### config.mk
export PLATFORM = sky130hd
export DESIGN_NAME = tile_map_renderer
export DESIGN_NICKNAME = d
export VERILOG_FILES = /design/src/rtl/tile_map_renderer_pkg.sv /design/src/rtl/tile_map_renderer_tile_addr_gen.sv /design/src/rtl/tile_map_renderer.sv
export SDC_FILE = /design/constraint.sdc
export NUM_CORES = 1
export LEC_CHECK = 0
export BUFFER_PORTS_ARGS = -buffer_cell sky130_fd_sc_hd__buf_2
export CORE_MARGIN = 4
export CORE_UTILIZATION = 54
export CTS_BUF_LIST = sky130_fd_sc_hd__clkbuf_8
export CTS_CLUSTER_DIAMETER = 200
export DETAILED_ROUTE_END_ITERATION = 8
export HOLD_SLACK_MARGIN = 0.02
export PLACE_DENSITY = 0.87
export SYNTH_ARGS = -nofsm -noshare
export SYNTH_HDL_FRONTEND = slang
export SYNTH_SLANG_ARGS = --single-unit
### constraint.sdc
create_clock -name clk -period 5.75 [get_ports clk]
set_input_delay 1.15 -clock clk [delete_from_list [all_inputs] [get_ports clk]]
set_output_delay 1.15 -clock clk [all_outputs]
set_load 0.005 [all_outputs]
### src/rtl/tile_map_renderer_pkg.sv
// Shared video constants for the tile map reader: map geometry, index widths and
// the fixed pixel pipeline depth.
package tile_map_renderer_pkg;

  localparam int MAP_W      = 80;
  localparam int MAP_H      = 50;
  localparam int TILE_BITS  = 6;
  localparam int ADDR_BITS  = 12;
  localparam int LATENCY    = 3;
  localparam int COLOR_BITS = 4;

endpackage

### src/rtl/tile_map_renderer_tile_addr_gen.sv
// Tile map address for one pixel: coarse scroll add, single-subtract wrap onto the
// 80x50 map, then row*80+col via shift-add.
module tile_addr_gen
  import tile_map_renderer_pkg::*;
(
  input  logic [6:0]           tile_col,
  input  logic [6:0]           tile_row,
  input  logic [6:0]           scroll_col,
  input  logic [5:0]           scroll_row,
  output logic [ADDR_BITS-1:0] addr
);

  logic [7:0]  col_sum;
  logic [7:0]  row_sum;
  logic [7:0]  col;
  logic [7:0]  row;
  logic [13:0] lin;

  always_comb begin
    col_sum = {1'b0, tile_col} + {1'b0, scroll_col};
    row_sum = {1'b0, tile_row} + {2'b00, scroll_row};
    col     = (col_sum >= 8'(MAP_W)) ? col_sum - 8'(MAP_W) : col_sum;
    row     = (row_sum >= 8'(MAP_H)) ? row_sum - 8'(MAP_H) : row_sum;
    // row*80 = row*64 + row*16
    lin     = {row, 6'b0} + {2'b00, row, 4'b0} + {6'b0, col};
    addr    = lin[ADDR_BITS-1:0];
  end

endmodule

### src/rtl/tile_map_renderer.sv
// Tile map reader: address, pattern fetch and pixel select in a 3-stage pipeline,
// with syncs and blank delayed to line up with pix_color.
module tile_map_renderer
  import tile_map_renderer_pkg::*;
(
  input  logic                  clk,
  input  logic                  reset,
  input  logic [9:0]            x,
  input  logic [9:0]            y,
  input  logic                  active,
  input  logic                  hsync_in,
  input  logic                  vsync_in,
  input  logic [6:0]            scroll_col,
  input  logic [5:0]            scroll_row,
  input  logic [COLOR_BITS-1:0] fg_color,
  input  logic [COLOR_BITS-1:0] bg_color,
  output logic [ADDR_BITS-1:0]  tile_raddr,
  output logic                  tile_ren,
  input  logic [TILE_BITS-1:0]  tile_rdata,
  output logic [TILE_BITS+2:0]  pat_raddr,
  output logic                  pat_ren,
  input  logic [7:0]            pat_rdata,
  output logic [COLOR_BITS-1:0] pix_color,
  output logic                  hsync_out,
  output logic                  vsync_out,
  output logic                  blank_out
);

  logic [ADDR_BITS-1:0]  map_addr;
  logic [2:0]            px_d1, px_d2;
  logic [2:0]            py_d1;
  logic                  act_d1, act_d2;
  logic [COLOR_BITS-1:0] fg_d1, fg_d2, bg_d1, bg_d2;
  logic [LATENCY-1:0]    hs_sr, vs_sr, bl_sr;
  logic                  pat_bit;

  tile_addr_gen u_addr_gen (
    .tile_col   (x[9:3]),
    .tile_row   (y[9:3]),
    .scroll_col (scroll_col),
    .scroll_row (scroll_row),
    .addr       (map_addr)
  );

  // Colours travel with the pixel so a change applies from the next pixel entering S0.
  always_ff @(posedge clk) begin
    if (reset) begin
      tile_raddr <= '0;
      tile_ren   <= 1'b0;
      px_d1      <= '0;
      py_d1      <= '0;
      act_d1     <= 1'b0;
      fg_d1      <= '0;
      bg_d1      <= '0;
      pat_raddr  <= '0;
      pat_ren    <= 1'b0;
      px_d2      <= '0;
      act_d2     <= 1'b0;
      fg_d2      <= '0;
      bg_d2      <= '0;
      pix_color  <= '0;
      hs_sr      <= '0;
      vs_sr      <= '0;
      bl_sr      <= '0;
    end else begin
      tile_raddr <= map_addr;
      tile_ren   <= active;
      px_d1      <= x[2:0];
      py_d1      <= y[2:0];
      act_d1     <= active;
      fg_d1      <= fg_color;
      bg_d1      <= bg_color;

      pat_raddr  <= {tile_rdata, py_d1};
      pat_ren    <= act_d1;
      px_d2      <= px_d1;
      act_d2     <= act_d1;
      fg_d2      <= fg_d1;
      bg_d2      <= bg_d1;

      pix_color  <= act_d2 ? (pat_bit ? fg_d2 : bg_d2) : '0;

      hs_sr      <= {hs_sr[LATENCY-2:0], hsync_in};
      vs_sr      <= {vs_sr[LATENCY-2:0], vsync_in};
      bl_sr      <= {bl_sr[LATENCY-2:0], ~active};
    end
  end

  always_comb begin
    pat_bit = pat_rdata[3'd7 - px_d2];
  end

  assign hsync_out = hs_sr[LATENCY-1];
  assign vsync_out = vs_sr[LATENCY-1];
  assign blank_out = bl_sr[LATENCY-1];

endmodule

==> impl_metrics.py, run 1 <==
metrics = {
    "cts": {
        "root_buffer": "clkbuf_8",
        "cts.clk_slew.worst_paths_ns": 0.06,
        "cts_tree": "yes",
        "clock-sinks": 61,
        "cts_buffers": 9,
        "hold_buffers": 0,
        "htreeDepth": 3,
        "clk_latency_ns": 0.32,
        "clk_path_buf_depth": 2,
    },
    "pwr": {
        "power.density_nw_per_um2": 355,
        "p_leak_nw": 1.80,
        "max-vdd-ir-drop_v": 0.000157,
    },
    "synthesis": {
        "synth_sequential_area_ratio_pct": 39.8,
        "syn_nets": 399,
        "syn-cell-area_um2": 3070,
        "postSynthCellCount": 308,
        "synthTopCellsByArea": "dfxtp_1, ha_1, nor2b_1, xnor2_1, fa_1",
        "ys.warnings.count": 0,
        "ys_seq_elements": 61,
        "synth_edf_count": 0,
        "yosysUniqueCellTypes": 51,
        "avgSynthCellArea_um2": 9.97,
        "synthFlopType": "dfxtp_1",
        "yosys.area.top_type_share_pct": 39.8,
        "synth-async-reset-ratio_pct": 0,
        "yosysTopAreaCell": "dfxtp_1",
    },
    "place": {
        "dpl-instance-area_um2": 3590,
        "pre_cts_ws_ns": -0.0163,
        "placedCellCount": 463,
        "hpwl_mm": 4.70,
        "gp_congestion": 0.805,
        "numPortBuffers": 89,
    },
    "worst_hold_path": {
        "hp-class": "reg2reg",
        "holdPathStages": 1,
    },
    "setup_path": {
        "path_max_fanout": 4,
        "worst_ep_arrival_time_ns": 5.71,
        "critPathKind": "in2reg",
        "critPathCaptureType": "flop",
        "critPathLaunchType": "primary input",
        "path_depth": 22,
        "crit_chain": "buf_2 -> ha_1 -> fa_1 -> a21oi_1 -> nor2b_1 -> nor2_1 -> xnor2_1 -> ha_1 -> nand3_1 -> o21ai_0 -> a21boi_1 -> mux2_2 -> ha_1 -> ha_1 -> fa_1 -> a21o_1 -> a21oi_1 -> o21bai_1 -> a21oi_1 -> xnor2_1 -> or3_1 -> a21oi_1",
        "slowest_delay_ns": 0.41,
        "reg2regPathDepth": 4,
        "cpMaxStageDelayCell": "fa_1",
        "crit_family": "adder cells",
        "cp_num_buf_inv": 1,
        "critPathRequiredTime_ns": 5.99,
    },
    "floorplan": {
        "dieArea_um2": 6960,
        "ios": 90,
        "row_count": 27,
        "die-height_um": 83.4,
        "die_w_um": 83.4,
        "start_util_pct": 55.8,
        "core_area_um2": 5510,
    },
    "global_routing": {
        "grt_pass1_wl_mm": 9.96,
        "grt_usage_pct": 17.2,
        "grt_max_degree": 59,
        "overflow": 0,
        "antenna_found_initial": 0,
        "grt_pass1_vias": 2427,
    },
    "final_layout": {
        "stdcell_area_um2": 3790,
        "layoutNonFillerInstCount": 480,
        "multi_input_area_um2": 1770,
        "layout-drive-gt1-share_pct": 29.4,
        "n_antenna_cell": 0,
        "regArea_um2": 1220,
        "fillCellCount": 438,
        "nets": 494,
        "synthToLayoutAreaGrowth_pct": 23.4,
    },
    "timing": {
        "fin_ws_ns": 0.282,
        "hold_violations": 0,
        "final.setup.tns_ns": 0,
        "min_period_ns": 5.47,
        "slew_violations": 0,
        "finalCritPeriodShare_pct": 95.1,
        "fmaxAchievable_mhz": 183,
        "skew_ns": 0.00378,
        "worst-slew-pin-transition_ns": 0.934,
        "setup_viol": 0,
        "slew_headroom_pct": 37.8,
    },
    "flow_run": {
        "maxCapViolations": 0,
    },
    "routing": {
        "detail-route-antenna-nets": 0,
        "vias": 2464,
        "drt_iter0_markers": 87,
        "drc": 0,
        "via_per_inst": 5.13,
        "drt_wl_total_mm": 5.90,
        "wl_per_cell_um": 12.3,
        "dr.pass1.iters": 4,
    },
    "status": {
        "status": "finished, final reports clean",
    },
}
logic make-up (layout without fill, tap and decap cells):
logic type	after synthesis	count (layout)	synth area share, %
and+or+nand+nor	111	111	20.4
DFF	61	61	39.8
AOI/OAI and AO/OA	51	51	12.2
adders and majority gates	31	31	13.6
xor gates and xnor gates	22	22	6.89
buffers and inverters	21	121	2.61
muxes	11	11	4.52
Yosys cell counts, drive strengths merged, types with 2 or more instances:
library cell and instances:
nand3 5, o22ai 2, o21a 3, o21ai 7
ha 27, a31oi 2, inv 13, nand2 11
mux2 3, o221ai 2, nor2 22, xnor2 19
nor3 6, nor2b 52, mux2i 6, nand2b 5
xor2 3, dfxtp 61, mux4 2, a21oi 11
nor4 2, clkbuf 7, fa 4, o21bai 5
a21o 5, a211oi 2
report_power, final:
| part | switching, W | total [W] | internal (W) |
|---|---|---|---|
| logic | 0.000262 | 0.000521 | 0.000260 |
| clock network | 0.000145 | 0.000352 | 0.000207 |
| registers | 0.00000859 | 0.000473 | 0.000465 |
| total | 0.000415 | 0.00135 | 0.000931 |
sequential cells by signal, indices dropped and copies added (netlist names), 4 cells and up:
register and flops:
pat_raddr 9, tile_raddr 12, bg_d1 4, fg_d1 4, fg_d2 4, bg_d2 4
pix_color 4
per-stage QoR:
step	hold slack, ns	total power [W]	util [%]
6_report	0.431	0.00135	68.8
5_1_grt	0.446	0.00145	68.8
4_1_cts	0.435	0.00136	68.7
3_5_place_dp	0.423	0.00101	65.2
3_3_place_gp	0.416	0.000979	65.2
2_1_floorplan	0.414	0.000875	-
timing repair:
item,CTS,global route
buffers inserted,0,1
gates resized for setup,0,0
setup endpoints to repair,0,1
worst paths after layout:
path | from | to | slack (ns)
max | x[3] | tile_raddr[11]$_SDFF_PP0_ | 0.28
min | fg_d1[0]$_SDFF_PP0_ | fg_d2[0]$_SDFF_PP0_ | 0.43
max reg2reg | px_d2[0]$_SDFF_PP0_ | pix_color[2]$_SDFF_PP0_ | 3.89
min reg2reg | fg_d1[0]$_SDFF_PP0_ | fg_d2[0]$_SDFF_PP0_ | 0.43
cell usage in the layout (no fill, tap or decap), types with 3 or more instances in the layout:
cell type,synthesis,layout
xor2_1,3,3
inv_1,13,15
nor2b_1,52,52
mux2i_1,6,6
xnor2_1,18,18
a21o_1,5,5
o21a_1,3,3
nor3_1,6,6
dfxtp_1,61,61
nand2b_1,5,5
fa_1,4,4
clkbuf_8,0,10
nand2_1,10,10
nand3_1,5,5
o21bai_1,5,5
buf_2,1,89
buf_4,0,3
o21ai_0,7,7
mux2_2,3,3
ha_1,27,27
nor2_1,21,21
a21oi_1,11,11
routing by layer:
layer	track usage, %	wire length, um	vias to the layer above
met5	0	0	-
met4	4.90	85	0
met3	5.56	387	9
met2	32.9	3100	81
met1	17.6	2320	1122
li1	-	-	1252
worst reg2reg max path, delay by kind of cell, from the launching register on:
family | cells | cell delay, ns
AND/OR/NAND/NOR | 1 | 0.06
flip-flops | 1 | 0.37
multiplexers | 3 | 1.32
final cells by class:
| class | instances | share of cell area, % |
|---|---|---|
| multi-input cells | 226 | 46.7 |
| flip-flops and latches | 61 | 32.2 |
| repair buffers | 92 | 12.3 |
| clock buffers | 10 | 3.63 |
| well taps | 72 | 2.38 |
| clock inverters | 6 | 1.45 |
| inverters | 13 | 1.29 |
Power figures use the tool's default switching activity.
==> inputs of run 2 (changes only) <==
Settings changed: PLACE_DENSITY 0.87 to 0.86, SYNTH_HIERARCHICAL set to 1.
==> impl_metrics.py, run 2 <==
metrics = {
    "status": {
        "status": "finished, final reports clean",
    },
    "final_layout": {
        "reg.largest.list": "tile_raddr (12), pat_raddr (9)",
        "n_antenna_cell": 0,
        "regMostFlops": "tile_raddr",
        "largest_register_ffs": 12,
        "layout_common_cells": "buf_2, dfxtp_1, nor2b_1, ha_1, inv_1",
        "layoutNonFillerInstCount": 523,
        "final_common_cell": "buf_2",
        "layout-drive-gt1-share_pct": 32.6,
        "synthToLayoutAreaGrowth_pct": 28.5,
        "nets": 535,
        "fillCellCount": 424,
        "stdcell_area_um2": 4180,
    },
    "setup_path": {
        "timing.reg2reg.setup_slack_ns": 4.31,
        "slowest_delay_ns": 0.47,
        "critPathLaunchType": "primary input",
        "critPathKind": "in2reg",
        "critPathRequiredTime_ns": 6.00,
        "cpMaxStageDelayCell": "or4b_4",
        "cp_common_cell": "ha_1",
        "crit_chain": "buf_2 -> ha_2 -> fa_2 -> a21oi_2 -> o21bai_1 -> xor2_1 -> ha_1 -> or4b_4 -> o21ai_2 -> a21o_1 -> mux2_2 -> ha_1 -> ha_1 -> inv_1 -> fa_1 -> nor2b_2 -> o31a_1 -> nor4_1 -> a311oi_1 -> buf_4 -> or3_1 -> o211ai_1 -> nor2b_1",
        "worst_ep_arrival_time_ns": 5.79,
        "cp_num_buf_inv": 3,
        "crit_family": "adder cells",
        "critPathCaptureType": "flop",
        "path_max_fanout": 3,
    },
    "pwr": {
        "pwr-share-clk_pct": 27.2,
        "p_int_w": 0.00106,
        "pwr-share-comb_pct": 41.5,
        "power.density_nw_per_um2": 366,
        "p_seq_share_pct": 31.2,
        "swShare_pct": 31.0,
        "p_leak_nw": 1.97,
        "max-vdd-ir-drop_v": 0.000282,
        "p_switching_w": 0.000474,
    },
    "global_routing": {
        "grt_max_degree": 59,
        "overflow": 0,
        "grt_pass1_vias": 2681,
        "grt_pass1_wl_mm": 11.5,
        "antenna_found_initial": 0,
        "grt_usage_pct": 19.1,
    },
    "cts": {
        "root_buffer": "clkbuf_8",
        "clk_latency_ns": 0.32,
        "clk_path_buf_depth": 2,
        "htreeDepth": 3,
        "clock-sinks": 61,
        "cts_tree": "yes",
        "cts.clk_slew.worst_paths_ns": 0.07,
        "hold_buffers": 0,
        "cts_buffers": 9,
    },
    "worst_hold_path": {
        "hp-class": "reg2reg",
    },
    "routing": {
        "drc": 0,
        "drt_wl_total_mm": 7.31,
        "wl_per_cell_um": 14.0,
        "via_per_inst": 5.27,
        "vias": 2757,
        "drt_iter0_markers": 94,
        "dr.pass1.iters": 4,
        "detail-route-antenna-nets": 0,
    },
    "place": {
        "hpwl_mm": 5.10,
        "gp_congestion": 0.844,
        "dpl-instance-area_um2": 3860,
        "placedCellCount": 504,
        "numPortBuffers": 89,
    },
    "synthesis": {
        "synth_compound_area_share_pct": 15.9,
        "ys_seq_elements": 61,
        "synth_commonest_cells": "dfxtp_1, nor2b_1, ha_1",
        "postSynthCellCount": 336,
        "synth.mux.area_fraction_pct": 4.81,
        "synth_fa_ha_area_share_pct": 13.5,
        "avgSynthCellArea_um2": 9.69,
        "yosysUniqueCellTypes": 57,
        "synthTopCellsByArea": "dfxtp_1, nor2b_1, ha_1, fa_1, mux2i_1",
        "synthSimpleGateAreaFrac_pct": 20.3,
        "synth_xor_area_share_pct": 4.27,
        "yosysTopAreaCell": "dfxtp_1",
        "yosys.area.top_type_share_pct": 37.5,
        "syn-cell-area_um2": 3250,
        "ys.warnings.count": 6,
        "synth-async-reset-ratio_pct": 0,
        "synth_sequential_area_ratio_pct": 37.5,
        "synth_top_family_by_area": "simple AND/OR/NAND/NOR gates",
        "synthFlopType": "dfxtp_1",
        "syn_nets": 428,
        "synth_edf_count": 0,
    },
    "floorplan": {
        "die_w_um": 85.6,
        "die-height_um": 85.6,
        "row_count": 28,
        "ios": 90,
        "dieArea_um2": 7330,
        "core_area_um2": 5890,
        "start_util_pct": 55.3,
    },
    "timing": {
        "slew_violations": 0,
        "skew_ns": 0.00658,
        "setup_viol": 0,
        "finalCritPeriodShare_pct": 96.4,
        "fmaxAchievable_mhz": 180,
        "hold_violations": 0,
        "min_period_ns": 5.54,
        "worst-slew-pin-transition_ns": 0.929,
        "slew_headroom_pct": 38.1,
    },
    "flow_run": {
        "maxCapViolations": 0,
    },
}
## run 2: cell type report
type	instances	area, um2	area share [%]
Multi-Input combinational cell	245	1980	47.5
Sequential cell	61	1220	29.2
Timing Repair Buffer	108	588	14.1
Clock buffer	11	151	3.62
Tap cell	75	93.8	2.24
Clock inverter	5	75.1	1.80
Inverter	18	67.6	1.62
## run 2: power by group through the flow
stage	Clock, W	Combinational (W)	Sequential [W]
global route	0.000438	0.000714	0.000481
finish	0.000417	0.000636	0.000478
global placement	0	0.000554	0.000486
CTS	0.000419	0.000582	0.000478
detailed placement	0	0.000570	0.000486
floorplan	0	0.000409	0.000487
## run 2: path summary, 6_finish.rpt
kind | start | end | cells after the start
setup / recovery | scroll_col[0] | tile_raddr[11]$_SDFF_PP0_ | 23
hold / removal | px_d1[2]$_SDFF_PP0_ | px_d2[2]$_SDFF_PP0_ | 1
setup reg to reg | px_d2[0]$_SDFF_PP0_ | pix_color[1]$_SDFF_PP0_ | 3
hold reg to reg | px_d1[2]$_SDFF_PP0_ | px_d2[2]$_SDFF_PP0_ | 1
## run 2: timing repair
| action | CTS | global route |
|---|---|---|
| pin swaps | 1 | 12 |
| resized for setup | 0 | 17 |
| endpoints found under the setup margin | 1 | 1 |
| setup buffers | 0 | 3 |
## run 2: stage by stage
stage	setup slack [ns]	power (W)	util (%)	TNS (ns)	hold slack (ns)
floorplan	0.0353	0.000896	-	0	0.414
global placement	-0.115	0.00104	65.6	-0.115	0.416
detailed placement	-0.328	0.00106	65.6	-0.328	0.427
CTS	0.0151	0.00148	69.4	0	0.443
global route	-0.0253	0.00163	71.0	-0.0253	0.460
finish	0.208	0.00153	71.0	0	0.437
## run 2: cell families (layout without fill, tap and decap cells)
family / Yosys count / count (layout)
AND/OR/NAND/NOR: 114 / 114
AO/OA/AOI/OAI: 70 / 70
flip-flops: 61 / 61
adder cells (fa/ha/maj): 32 / 32
buffers and inverters: 30 / 142
XOR/XNOR: 15 / 15
multiplexers: 14 / 14
## run 2: metal layers
| layer | global-route usage (%) | wire length (um) |
|---|---|---|
| met5 | 0 | 0 |
| met4 | 6.33 | 125 |
| met2 | 34.7 | 3780 |
| met3 | 3.46 | 366 |
| met1 | 22.6 | 3040 |
## run 2: worst reg2reg max path, cell delays in order (launching register included)
cell and delay (ns):
dfxtp_1 0.47, mux2i_1 0.14, mux4_2 0.56, mux2i_1 0.15
